===== src/rtl/ram_arbiter.sv =====
// Two-port arbiter sharing one byte-laned synchronous-read RAM between the
// instruction-fetch port (0, read-only) and the load/store port (1).
module ram_arbiter #(
  parameter int ADDR_WIDTH = 15,
  parameter int MAX_WAIT   = 4
) (
  input  logic                  clk,
  input  logic                  reset,
  input  logic                  i_req,
  input  logic [ADDR_WIDTH-3:0] i_addr,
  output logic                  i_gnt,
  output logic                  i_rvalid,
  output logic [31:0]           i_rdata,
  input  logic                  d_req,
  input  logic [ADDR_WIDTH-3:0] d_addr,
  input  logic [3:0]            d_wstrb,
  input  logic [31:0]           d_wdata,
  output logic                  d_gnt,
  output logic                  d_rvalid,
  output logic [31:0]           d_rdata,
  output logic [ADDR_WIDTH-3:0] ram_addr,
  output logic [3:0]            ram_cs_n,
  output logic [3:0]            ram_we_n,
  output logic [31:0]           ram_wdata,
  input  logic [31:0]           ram_rdata
);

  logic [3:0] wait_cnt;
  logic       force_i;
  logic       d_write;
  logic       rd_vld_p1;
  logic       rd_port_p1;

  function automatic logic [3:0] sat_inc4(input logic [3:0] v);
    return (v == 4'hF) ? v : v + 4'd1;
  endfunction

  // Stage p0: same-cycle grant and RAM pin drive
  always_comb begin
    force_i   = (wait_cnt >= 4'(MAX_WAIT));
    d_write   = (d_wstrb != 4'b0000);
    i_gnt     = !reset && i_req && (!d_req || force_i);
    d_gnt     = !reset && d_req && !(i_req && force_i);
    ram_addr  = '0;
    ram_cs_n  = 4'hF;
    ram_we_n  = 4'hF;
    ram_wdata = '0;
    if (i_gnt) begin
      ram_addr = i_addr;
      ram_cs_n = 4'h0;
    end else if (d_gnt) begin
      ram_addr = d_addr;
      if (d_write) begin
        // Unstrobed lanes stay deselected so their contents are untouched.
        ram_cs_n  = ~d_wstrb;
        ram_we_n  = ~d_wstrb;
        ram_wdata = d_wdata;
      end else begin
        ram_cs_n = 4'h0;
      end
    end
  end

  always_ff @(posedge clk) begin
    if (reset) begin
      wait_cnt <= 4'd0;
    end else if (!i_req || i_gnt) begin
      wait_cnt <= 4'd0;
    end else begin
      wait_cnt <= sat_inc4(wait_cnt);
    end
  end

  always_ff @(posedge clk) begin
    if (reset) begin
      rd_vld_p1  <= 1'b0;
      rd_port_p1 <= 1'b0;
    end else begin
      rd_vld_p1  <= i_gnt || (d_gnt && !d_write);
      rd_port_p1 <= d_gnt;
    end
  end

  // Stage p1: RAM data_o is registered, so it lines up with rd_vld_p1
  always_comb begin
    i_rvalid = !reset && rd_vld_p1 && !rd_port_p1;
    d_rvalid = !reset && rd_vld_p1 && rd_port_p1;
    i_rdata  = i_rvalid ? ram_rdata : 32'h0;
    d_rdata  = d_rvalid ? ram_rdata : 32'h0;
  end

endmodule


===== config.mk =====
export PLATFORM = sky130hd
export DESIGN_NAME = ram_arbiter
export DESIGN_NICKNAME = d
export VERILOG_FILES = /design/src/rtl/ram_arbiter.sv
export SDC_FILE = /design/constraint.sdc
export NUM_CORES = 1
export LEC_CHECK = 0
export BUFFER_PORTS_ARGS = -buffer_cell sky130_fd_sc_hd__buf_2
export CORE_AREA = 2 2 84 86
export DETAILED_ROUTE_END_ITERATION = 8
export DIE_AREA = 0 0 86 88
export GPL_TIMING_DRIVEN = 0
export PLACE_DENSITY = 0.68
export SLEW_MARGIN = 10
export SYNTH_ARGS = -nofsm -noshare
export SYNTH_HDL_FRONTEND = slang
export SYNTH_SLANG_ARGS = --single-unit

===== constraint.sdc =====
create_clock -name clk -period 1.92 [get_ports clk]
set_input_delay 0.192 -clock clk [delete_from_list [all_inputs] [get_ports clk]]
set_output_delay 0.192 -clock clk [all_outputs]
set_load 0.05 [all_outputs]

==> metrics.yaml <==
outcome:
  outcome: "completed"
place:
  post-place-ws_ns: -0.0768
  dp_cells: 456
  io_buffers: 218
  post-dp-hpwl_um: 4960
  gp_congestion: 0.865
clocking:
  cts_buffers: 3
  clk_pin_slew_ns: 0.04
  ctsRootBufferMaster: "clkbuf_8"
  cts_tree: "yes"
  htreeDepth: 1
  cts_num_sinks: 6
  cts_buffer_depth: 2
  clock_latency_ns: 0.22
  cts-resized-gates: 10
  cts_setup_buffers: 0
  hold_buffers: 0
grt:
  grt_use_total: 0.128
  grt_first_pass_wirelength_um: 7670
  met1_usage: 0.136
  grt_antenna_before_repair: 1
  grt_util_met2: 0.242
  grt_max_degree: 11
  top_usage_layer: "met2"
  grt_overflow: 0
  met3_usage: 0.0405
  grt_pass1_vias: 1628
finish:
  fin_cells: 458
  register_area_um2: 120
  multiInputGateArea_um2: 953
  drive_gt1_frac: 0.640
  syn_to_final_growth_pct: 129
  n_fill_cell: 678
  num_antenna_cells: 0
  fin_nets: 479
yosys:
  synth.distinct_cells: 21
  syn_area_per_cell_um2: 6.83
  synth_seq_cells: 6
  yosysSeqAreaShare: 0.111
  synth_warnings: 0
  syn-instance-count: 158
  syn_nets: 257
  synthesis.area_um2: 1080
worst_setup_path:
  cp.required_ns: 1.73
  arrival_ns: 1.67
  crit_type: "reg -> out"
  startpoint_type: "register"
  cp-end-kind: "output pin"
  crit_chain: "or3b_4 > nor2b_4 > buf_6 > a22o_1 > buf_4"
  slowest_stage: "or3b_4"
  critPathMaxFanout: 10
  r2r_cells: 4
  cp_slowest_stage_delay_ns: 0.41
timing:
  hold_viol: 0
  setup_ws_ns: 0.0561
  rsz0062_at_grt: "true"
  slew_violations: 0
  clock-skew-final_ns: 0.00311
  period_share: 0.971
  fmax_mhz: 537
  fin_crit_ns: 1.86
  finalSetupViolCount: 0
routing:
  drt_pre_antenna_iters: 4
  via_count: 1912
  drt_wl_total_um: 5590
  final_antenna_net_count: 0
  avgViaCountPerCell: 4.17
  drtIter0Drc: 33
  wl_per_cell_um: 12.2
  drc: 0
worst_hold_path:
  hold_class: "in -> reg"
  whs_path_depth: 3
floorplanning:
  die_h_um: 88
  die_w_um: 86
  core-area_um2: 6640
  start_util: 0.162
  rows: 30
  ioPinCount: 219
  dieArea_um2: 7570
pwr:
  power_density_nw_per_um2: 370
  p_leak_uw: 0.00156
  ir_worst_vdd_mv: 0.406
job:
  max_cap_violations: 0
==> area by class of cell <==
cell class,count,share of cell area
Clock buffer,3,0.0167
Buffer,12,0.0289
Timing Repair Buffer,218,0.479
Multi-Input combinational cell,139,0.386
Tap cell,80,0.0405
Sequential cell,6,0.0486
==> critical path: cells and delay by family (launching register included) <==
| family | cells | cell delay [ns] |
|---|---|---|
| AO/OA/AOI/OAI | 1 | 0.22 |
| buffers and inverters | 2 | 0.33 |
| flip-flops | 1 | 0.31 |
| AND/OR/NAND/NOR | 2 | 0.59 |
==> metrics by stage <==
stage	utilization	area [um^2]	setup TNS (ns)	total power, uW	hold WS [ns]
after CTS	0.353	2350	-0.158	895	0.325
final	0.372	2470	0	913	0.315
after detailed placement	0.342	2270	-1.87	695	0.430
after global placement	0.342	2270	-2.70	690	0.416
after floorplan	-	1080	-0.770	500	0.371
after global routing	0.372	2470	-0.104	964	0.320
==> state kept, by name, summed over array words and instances, names as in the netlist <==
register and flops:
rd_vld_p1 1, wait_cnt 4, rd_port_p1 1
==> synth_stat cells (all sizes together) <==
cell	instances	area, um^2
and3b	1	8.76
buf	2	16.3
nor2	1	3.75
a21o	1	7.51
nor2b	3	18.8
conb	1	3.75
or3b	1	8.76
o21ai	1	5.00
and2	98	613
or2	4	25.0
a22o	13	114
nand2	4	15.0
nor3	1	5.00
clkbuf	11	41.3
nor3b	2	15.0
nor4	1	12.5
ha	1	12.5
nand2b	2	12.5
dfxtp	6	120
a21oi	4	20.0
==> power breakdown <==
| group | leakage [uW] | total (uW) | switching (uW) | internal [uW] |
|---|---|---|---|---|
| logic | 0.00149 | 594 | 394 | 199 |
| registers | 0.0000492 | 132 | 2.50 | 130 |
| clock network | 0.0000216 | 188 | 53.2 | 135 |
| total | 0.00156 | 913 | 450 | 464 |
==> layer usage <==
metal  vias up  routed length, um
li1        946                  -
met1       833               2070
met2       127               2820
met3         4                635
met4         2                 48
met5         -                 12
==> worst paths after layout <==
path / from / endpoint / slack (ns)
worst max-delay path: wait_cnt[3] / ram_addr[9] / 0.06
worst min-delay path: i_req / rd_port_p1 / 0.32
worst min register to register: wait_cnt[0] / wait_cnt[0] / 0.43
worst max register to register: wait_cnt[3] / rd_vld_p1 / 0.62
==> cell families after synthesis <==
family                     after synthesis  share of synthesized area
AOI/OAI and AO/OA                       19                      0.136
adders and majority gates                1                     0.0116
buffers and inverters                   13                     0.0534
DFF                                      6                      0.111
other                                    1                    0.00348
and+or+nand+nor                        118                      0.684
==> layout by cell type (no fill, tap or decap), types with 2 or more instances in the layout <==
cell type / count
clkbuf_1: 2
clkbuf_4: 29
and2_1: 98
or2_2: 4
a22o_1: 13
clkbuf_8: 3
dfxtp_1: 6
nand2_1: 4
nand2b_1: 2
buf_4: 4
nor2b_4: 2
clkbuf_2: 5
buf_2: 186
a21oi_1: 4
buf_6: 4
nor3b_4: 2
No activity file was read; power rests on OpenSTA's default activity.
